[config.mk]
export PLATFORM = sky130hd
export DESIGN_NAME = magma_cipher_engine
export DESIGN_NICKNAME = d
export VERILOG_FILES = /design/src/rtl/magma_pkg.sv /design/src/rtl/magma_round.sv /design/src/rtl/magma_cipher_engine.sv
export SDC_FILE = /design/constraint.sdc
export NUM_CORES = 1
export LEC_CHECK = 0
export ABC_AREA = 1
export ABC_CLOCK_PERIOD_IN_PS = 4200
export CORE_UTILIZATION = 50
export CTS_BUF_LIST = sky130_fd_sc_hd__clkbuf_4 sky130_fd_sc_hd__clkbuf_8
export CTS_CLUSTER_DIAMETER = 150
export DETAILED_ROUTE_END_ITERATION = 10
export PLACE_DENSITY = 0.75
export SLEW_MARGIN = 10
export SYNTH_ARGS = -nofsm -noshare
export SYNTH_HDL_FRONTEND = slang
export SYNTH_SLANG_ARGS = --single-unit
[constraint.sdc]
create_clock -name clk -period 4.2 [get_ports clk]
set_input_delay 0.42 -clock clk [delete_from_list [all_inputs] [get_ports clk]]
set_output_delay 0.42 -clock clk [all_outputs]
set_load 0.005 [all_outputs]
[src/rtl/magma_pkg.sv]
// Shared definitions for the Magma (GOST R 34.12-2015, 64-bit) block cipher engine:
// tc26 S-boxes, rotate amount, FSM state encoding and round-key selection.
package magma_pkg;

   localparam int ROT = 11;

   // Row j is the substitution for nibble j (bits 4j+3:4j) of the round sum.
   localparam logic [3:0] SBOX [8][16] = '{
      '{4'hC, 4'h4, 4'h6, 4'h2, 4'hA, 4'h5, 4'hB, 4'h9, 4'hE, 4'h8, 4'hD, 4'h7, 4'h0, 4'h3, 4'hF, 4'h1},
      '{4'h6, 4'h8, 4'h2, 4'h3, 4'h9, 4'hA, 4'h5, 4'hC, 4'h1, 4'hE, 4'h4, 4'h7, 4'hB, 4'hD, 4'h0, 4'hF},
      '{4'hB, 4'h3, 4'h5, 4'h8, 4'h2, 4'hF, 4'hA, 4'hD, 4'hE, 4'h1, 4'h7, 4'h4, 4'hC, 4'h9, 4'h6, 4'h0},
      '{4'hC, 4'h8, 4'h2, 4'h1, 4'hD, 4'h4, 4'hF, 4'h6, 4'h7, 4'h0, 4'hA, 4'h5, 4'h3, 4'hE, 4'h9, 4'hB},
      '{4'h7, 4'hF, 4'h5, 4'hA, 4'h8, 4'h1, 4'h6, 4'hD, 4'h0, 4'h9, 4'h3, 4'hE, 4'hB, 4'h4, 4'h2, 4'hC},
      '{4'h5, 4'hD, 4'hF, 4'h6, 4'h9, 4'h2, 4'hC, 4'hA, 4'hB, 4'h7, 4'h8, 4'h1, 4'h4, 4'h3, 4'hE, 4'h0},
      '{4'h8, 4'hE, 4'h2, 4'h5, 4'h6, 4'h9, 4'h1, 4'hC, 4'hF, 4'h4, 4'hB, 4'h0, 4'hD, 4'hA, 4'h3, 4'h7},
      '{4'h1, 4'h7, 4'hE, 4'hD, 4'h0, 4'h5, 4'h8, 4'h3, 4'h4, 4'hF, 4'hA, 4'h6, 4'h9, 4'hC, 4'hB, 4'h2}
   };

   typedef enum logic [1:0] {
      ST_IDLE = 2'd0,
      ST_RUN  = 2'd1,
      ST_DONE = 2'd2
   } state_t;

   // Returns the 0-based key word index (0 = K1) for round rnd.
   // Encrypt: K1..K8 x3 then K8..K1; decrypt: K1..K8 then K8..K1 x3.
   function automatic logic [2:0] key_idx(input logic [4:0] rnd, input logic dec);
      logic fwd;
      fwd = dec ? (rnd < 5'd8) : (rnd < 5'd24);
      return fwd ? rnd[2:0] : ~rnd[2:0];
   endfunction

endpackage

[src/rtl/magma_round.sv]
// One combinational Magma Feistel round: R' = L ^ rotl11(S(R + K)), L' = R.
module magma_round
   import magma_pkg::*;
(
   input  logic [31:0] l_in,
   input  logic [31:0] r_in,
   input  logic [31:0] k_in,
   output logic [31:0] l_out,
   output logic [31:0] r_out
);

   logic [31:0] sum;
   logic [31:0] sub;

   assign sum = r_in + k_in;

   always_comb begin
      sub = '0;
      for (int j = 0; j < 8; j++) begin
         sub[4*j +: 4] = SBOX[j][sum[4*j +: 4]];
      end
   end

   assign r_out = l_in ^ ((sub << ROT) | (sub >> (32 - ROT)));
   assign l_out = r_in;

endmodule

[src/rtl/magma_cipher_engine.sv]
// Iterative Magma encrypt/decrypt engine: UNROLL rounds per RUN cycle,
// valid/ready on both the block input and the result output.
module magma_cipher_engine
   import magma_pkg::*;
#(
   parameter int UNROLL    = 1,
   parameter int KEY_LATCH = 1
) (
   input  logic         clk,
   input  logic         reset_,
   input  logic         in_valid,
   output logic         in_ready,
   input  logic         decrypt,
   input  logic [63:0]  data_in,
   input  logic [255:0] key,
   output logic         out_valid,
   input  logic         out_ready,
   output logic [63:0]  data_out,
   output logic         busy,
   output logic [1:0]   state_dbg
);

   // Handshakes: a transfer happens on a rising clk edge where valid && ready.
   // out_valid/data_out stay stable from assertion until that transfer.

   state_t       state, state_nx;
   logic [31:0]  l_q, r_q;
   logic [4:0]   cnt;
   logic         dec_q;
   logic [255:0] key_q;
   logic [255:0] key_use;
   logic         accept;

   logic [31:0]  l_c [UNROLL+1];
   logic [31:0]  r_c [UNROLL+1];

   assign accept    = in_valid && in_ready;
   assign key_use   = (KEY_LATCH != 0) ? key_q : key;
   assign state_dbg = state;
   assign l_c[0]    = l_q;
   assign r_c[0]    = r_q;

   for (genvar i = 0; i < UNROLL; i++) begin : g_round
      logic [4:0]  rnd;
      logic [2:0]  kidx;
      logic [31:0] kw;
      assign rnd  = cnt + 5'(i);
      assign kidx = key_idx(rnd, dec_q);
      assign kw   = key_use[{~kidx, 5'd0} +: 32];
      magma_round u_round (
         .l_in  (l_c[i]),
         .r_in  (r_c[i]),
         .k_in  (kw),
         .l_out (l_c[i+1]),
         .r_out (r_c[i+1])
      );
   end

   always_comb begin
      state_nx = state;
      in_ready = 1'b0;
      busy     = 1'b0;
      case (state)
         ST_IDLE: begin
            in_ready = 1'b1;
            if (in_valid) state_nx = ST_RUN;
         end
         ST_RUN: begin
            busy = 1'b1;
            if (cnt == 5'(32 - UNROLL)) state_nx = ST_DONE;
         end
         ST_DONE: begin
            if (out_valid && out_ready) state_nx = ST_IDLE;
         end
         default: state_nx = ST_IDLE;
      endcase
   end

   always_ff @(posedge clk or negedge reset_) begin
      if (!reset_) begin
         state     <= ST_IDLE;
         l_q       <= '0;
         r_q       <= '0;
         cnt       <= '0;
         dec_q     <= 1'b0;
         key_q     <= '0;
         data_out  <= '0;
         out_valid <= 1'b0;
      end else begin
         state <= state_nx;
         case (state)
            ST_IDLE: begin
               if (accept) begin
                  l_q   <= data_in[63:32];
                  r_q   <= data_in[31:0];
                  cnt   <= '0;
                  dec_q <= decrypt;
                  key_q <= key;
               end
            end
            ST_RUN: begin
               l_q <= l_c[UNROLL];
               r_q <= r_c[UNROLL];
               cnt <= cnt + 5'(UNROLL);
            end
            ST_DONE: begin
               // First DONE cycle publishes the block with the last swap undone.
               if (!out_valid) begin
                  data_out  <= {r_q, l_q};
                  out_valid <= 1'b1;
               end else if (out_ready) begin
                  out_valid <= 1'b0;
               end
            end
            default: ;
         endcase
      end
   end

endmodule

* Word-level counts from Yosys, hierarchy flattened
Memories as Yosys holds them, arrays and structs flattened.
Cells that the tools add are included.
** Storage, ports and cells
- Memories kept :: 8
- Input bits :: 325
- Bits in registers :: 393
- Output and inout bits :: 69
- ROM bits :: 512
** Memory list
- (no name shown) :: depth 16, width 4, read ports 1, clocked after memory_dff 0, wr ports 0, RTL line magma_round.sv:20 : sub[4*j +: 4] = SBOX[j][sum[4*j +: 4]];
- (no name shown) :: depth 16, width 4, read ports 1, clocked after memory_dff 0, wr ports 0, RTL line magma_round.sv:20
- (no name shown) :: depth 16, width 4, read ports 1, clocked after memory_dff 0, wr ports 0, RTL line magma_round.sv:20
- (no name shown) :: depth 16, width 4, read ports 1, clocked after memory_dff 0, wr ports 0, RTL line magma_round.sv:20
- (no name shown) :: depth 16, width 4, read ports 1, clocked after memory_dff 0, wr ports 0, RTL line magma_round.sv:20
- (no name shown) :: depth 16, width 4, read ports 1, clocked after memory_dff 0, wr ports 0, RTL line magma_round.sv:20
- +2 memories
** Cells by class
- Equal/unequal tests :: 7
- Mux-type cells :: 32
- Bitwise gates (word level) :: 13
- Shift operators :: 1
- Add/subtract/negate cells :: 2
- Order comparisons :: 10
- Reduce and logical (&&, ||, !) cells :: 8
** Operators by type and width (count)
- indexed part select 256 x 9 -> 32 bit :: 1
- one-hot mux 32 bit (2 select lines) :: 2
- two-way mux 32 bit :: 2
- two-way mux 4 bit :: 16
- greater-or-equal comparator 5 bit (second input constant) :: 8
- NOT 4 -> 5 bit :: 8
- adder 32 bit :: 1
- bitwise OR 32 x 11 -> 32 bit :: 1
- XOR 32 bit :: 1
- one-hot mux 5 bit (2 select lines) :: 1
- != test 2 bit (second input constant) :: 4
- two-way mux 2 bit :: 3
- NOT 3 bit :: 2
- one-hot mux 2 bit (3 select lines) :: 1
- AND reduction 2 bit :: 3
- adder 5 x 1 -> 5 bit (second input constant) :: 1
- == test 5 bit (second input constant) :: 1
- less-than comparator 5 x 4 -> 1 bit (second input constant) :: 1
- less-than comparator 5 bit (second input constant) :: 1
- two-way mux 1 bit :: 5
- two-way mux 5 bit :: 1
- two-way mux 3 bit :: 1
- AND reduction 3 bit :: 1
- == test 2 x 1 -> 1 bit (second input constant) :: 1
- 5 further kinds :: 6

* Longest topological paths before layout
- Word-level depth :: 13
- Gate-level depth with buffers :: 36
- Mapped depth without buffers :: 33

* Hierarchy
A second synthesis with hierarchy kept.
** Unflattened totals
- Cells, all modules :: 3139
- Area total of the unflattened synthesis :: 22809.4 um^2
** Modules (own cells, without submodules)
- magma_cipher_engine :: times used 1, cells each 2305, sequential area each 9834.4 um^2, area each 18361.4 um^2
- magma_round :: times used 1, cells each 834, sequential area each 0.0 um^2, area each 4448.0 um^2

* Worst setup path after synthesis
OpenSTA, ideal clock, no wires.
- Path type :: register to register
- Start point :: register cnt[3]
- End point :: register r_q[27]
- Path slack :: 0.376 ns
- Data required time :: 4.084 ns
- Library setup time :: 0.116 ns
- Stages on the path, launching flop included :: 32
- Path buffers :: 3
- Arrival :: 3.708 ns
- Path through :: dfrtp_1 nand2_1 nand2_2 nand2_4 nand2_1 nand2_2 buf_6 clkbuf_1 buf_2 nand2_1 nand3_1 nand3_1 nand2_1 ha_1 fa_1 nand3_1 nand2_2 nand2_1 nand2_2 nand3_1 nand3_1 xnor2_1 inv_1 ha_1 inv_1 nand2_1 nand3_1 nand2_1 nand2_1 nand3_1 nand2_1 nand2_1
** Between the ends
- Longest elaborated chain between the ends :: 13
** Ends and longest elaborated chain
- from (decl) :: RTL line magma_cipher_engine.sv:28 : logic [4:0] cnt;
- from (signal assigned) :: RTL line magma_cipher_engine.sv:104 : cnt <= cnt + 5'(UNROLL);
- less-than comparator 5 bit / less-than comparator 5 x 4 -> 1 bit (equally long branches) :: RTL line magma_pkg.sv:29 : fwd = dec ? (rnd < 5'd8) : (rnd < 5'd24);
- two-way mux 1 bit (*) :: RTL line magma_pkg.sv:29
- two-way mux 3 bit (*) :: RTL line magma_pkg.sv:30 : return fwd ? rnd[2:0] : ~rnd[2:0];
- NOT 3 bit (*) :: RTL line magma_cipher_engine.sv:49 : assign kw = key_use[{~kidx, 5'd0} +: 32];
- indexed part select 256 x 9 -> 32 bit (*) :: RTL line magma_cipher_engine.sv:49
- adder 32 bit (*) :: RTL line magma_round.sv:15 : assign sum = r_in + k_in;
- NOT 4 -> 5 bit (implied by the code) (*) :: RTL line magma_round.sv:20
- memory read (16 x 4 bit) (*)
- two-way mux 4 bit (implied by the code) (*) (2 in a row) :: RTL line magma_round.sv:20
- bitwise OR 32 x 11 -> 32 bit (*) :: RTL line magma_round.sv:24 : assign r_out = l_in ^ ((sub << ROT) | (sub >> (32 - ROT)));
- XOR 32 bit (*) :: RTL line magma_round.sv:24
- one-hot mux 32 bit (2 select lines) (*) :: RTL line magma_cipher_engine.sv:91 : case (state)
- to (signal assigned) :: RTL line magma_cipher_engine.sv:95 : r_q <= data_in[31:0];
- to (signal assigned) :: RTL line magma_cipher_engine.sv:103 : r_q <= r_c[UNROLL];
- to (decl) :: RTL line magma_cipher_engine.sv:27 : logic [31:0] l_q, r_q;
Mark *: on every way between the ends. The rest lies on a longest branch, timed or not. The select of a mux whose other input is x is not followed.
A chain may end at the register's enable or synchronous reset.

* Worst setup path after layout
- Start point :: register cnt[3]
- End point :: register r_q[2]
Same word-level chain as after synthesis.

==> impl_metrics.ini <==
[clocking]
clkSinkCount = 393
clockBufferDepth = 3
path_clk_slew_ps = 60
cts.htree.levels = 3
cts_inserted_buffers = 66
cts_tree = done
insertion_delay_ps = 620
clk_root_buffer_cell = clkbuf_8

[floorplanning]
start_util_pct = 50.6
core-area_mm2 = 0.0430
die_area_mm2 = 0.0444
num_rows = 76
io_pins = 394
die_h_um = 211
chipWidth_um = 211

[sta]
fin_skew_ps = 28.7
tightest_slew_ps = 975
hold_viol = 0
max_slew_margin_pct = 35.0
rsz0062_at_grt = true
fmax_mhz = 251
setup_viol = 0
min_period_ps = 3990
slew_violations = 0
min_period_over_period_pct = 95.0

[run_status]
run_status = finished, violations left
violations = DRC

[logic_synthesis]
postSynthAreaPerCell_um2 = 7.20
synth_nets = 3419
synth_largest_area_cell = dfrtp_1
synth_top_area_share_pct = 45.2
synth_common_cells = 1526 x nand2_1, 393 x dfrtp_1, 280 x nand3_1
synth_ff_type = dfrtp_1
yosysSeqAreaShare_pct = 45.2
synth.ff_latch_count = 393
synth_cell_types = 43
syn_inst = 3022
ys.warnings.count = 0
synth_most_common_cell = nand2_1
netlist_area_mm2 = 0.0218
synthArstFlopShare_pct = 100
synth_area_leaders = dfrtp_1 45%, nand2_1 26%, nand3_1 6.4%
synth-edff-count = 0

[global_route]
antenna_found_initial = 0
grt_pass1_wl_um = 112000
grt_max_degree = 134
grt_usage_pct = 32.1
grt_pass1_vias = 20780
grt-ovfl-total = 0

[route]
vias = 21537
drtAntennaViolNets = 0
drc = 1
drt-total-wl_um = 71100
dr.pass1.iters = 9
via_per_inst = 5.31
drt_iter0_drc = 2270
avgRoutedWirePerCell_um = 17.5

[layout]
layout-drive-gt1-share_pct = 10.5
fillers = 3701
diodes = 0
fin_nets = 3822
area_growth_pct = 31.8
multi_input_area_mm2 = 0.0111
finish.utilization_pct = 66.7
regArea_mm2 = 0.00984

[worst_setup_path]
critPathArrivalTime_ps = 4490
slowest_stage = dfrtp_1
cpPeakStageDelay_ps = 420
critPathLaunchType = flop
end_kind = flop
crit_required_ps = 4700
cp-startpoint = cnt[3]
cp_max_fo = 17
r2r_start = cnt[3]
crit_type = flop to flop
cp_common_cell = nand2_1

[min_path]
min-delay-start = key[46]
hold_path_class = input port to flop

[place]
dpl.hpwl_um = 53000
gp_congestion = 0.941
port_buffers = 393

[run]
drv_cap = 0
==> worst max-delay path, delay by kind of cell (launching register included) <==
| kind | cells | cell delay (ps) |
|---|---|---|
| and+or+nand+nor | 23 | 2080 |
| adders and majority gates | 2 | 680 |
| buffers and inverters | 5 | 490 |
| DFF | 1 | 420 |
| xor gates and xnor gates | 1 | 140 |
==> worst paths after layout <==
kind | endpoint | slack (ps) | cells past startpoint
min in group asynchronous | data_out[26] | 420 | 2
setup reg to reg | r_q[2] | 210 | 31
max in group asynchronous | key_q[53] | 2660 | 3
hold / removal | key_q[46] | 340 | 3
hold reg to reg | key_q[59] | 470 | 2
setup / recovery | r_q[2] | 210 | 31
==> layer usage <==
metal | GRT usage [%] | part of all wire (%) | wire [µm] | vias up
met5 | 0 | 0 | 0 | -
met4 | 9.05 | 2.0 | 1440 | 0
met3 | 4.50 | 7.3 | 5230 | 89
met2 | 50.8 | 46 | 33000 | 955
met1 | 46.0 | 44 | 31500 | 10211
li1 | - | - | - | 10282
==> layout make-up <==
cell class	count	share of cell area (%)
clock buffers	104	4.62
multi-input cells	2294	38.8
inverters	197	2.62
flip-flops and latches	393	34.3
clock inverters	10	0.510
repair buffers	473	16.6
well taps	585	2.55
==> kinds of logic (layout without fill, tap and decap cells) <==
group,after synthesis,after routing,synth area share (%)
and+or+nand+nor,1960,1961,36.5
DFF,393,393,45.2
AOI/OAI and AO/OA,214,214,5.60
muxes,21,21,1.09
adders and majority gates,72,72,4.17
xor gates and xnor gates,26,26,1.29
buffers and inverters,336,784,6.16
==> state kept, by name (all words and copies together) (netlist names) <==
register / count
dec_q: 1
l_q: 32
cnt: 5
data_out: 64
r_q: 32
key_q: 256
state_dbg: 2
out_valid: 1
==> repair_timing <==
| action | in CTS | in global routing |
|---|---|---|
| pin swaps | 0 | 14 |
| hold buffers | 1 | 0 |
| gates cloned | 0 | 1 |
| buffers inserted | 0 | 10 |
| endpoints found under the setup margin | 4 | 27 |
| resized for setup | 3 | 126 |
| hold endpoints to repair | 94 | 0 |
==> through the flow <==
step	hold slack [ps]	instance area, µm²	TNS (ps)	setup slack (ps)	cells
finish	343	28700	0	212	4056
global route	340	28700	-491	-80.1	4056
global placement	454	26500	0	67.9	3930
detailed placement	458	26500	-79.7	-49.7	3930
floorplan	124	21800	0	376	3022
CTS	311	28000	0	14.8	4045
==> cell usage in the layout (no fill, tap or decap), drive strengths merged, types with 71 or more instances in the layout <==
master / synthesis / layout
nand2: 1563 / 1564
dfrtp: 393 / 393
clkdlybuf4s50: 0 / 392
nand3: 289 / 289
inv: 197 / 199
o21ai: 115 / 115
clkbuf: 78 / 104
nor2: 95 / 95
buf: 61 / 80
ha: 71 / 71
Power is not shown: default switching activity piles up to over one toggle a cycle in this logic, so the estimate is an artifact.
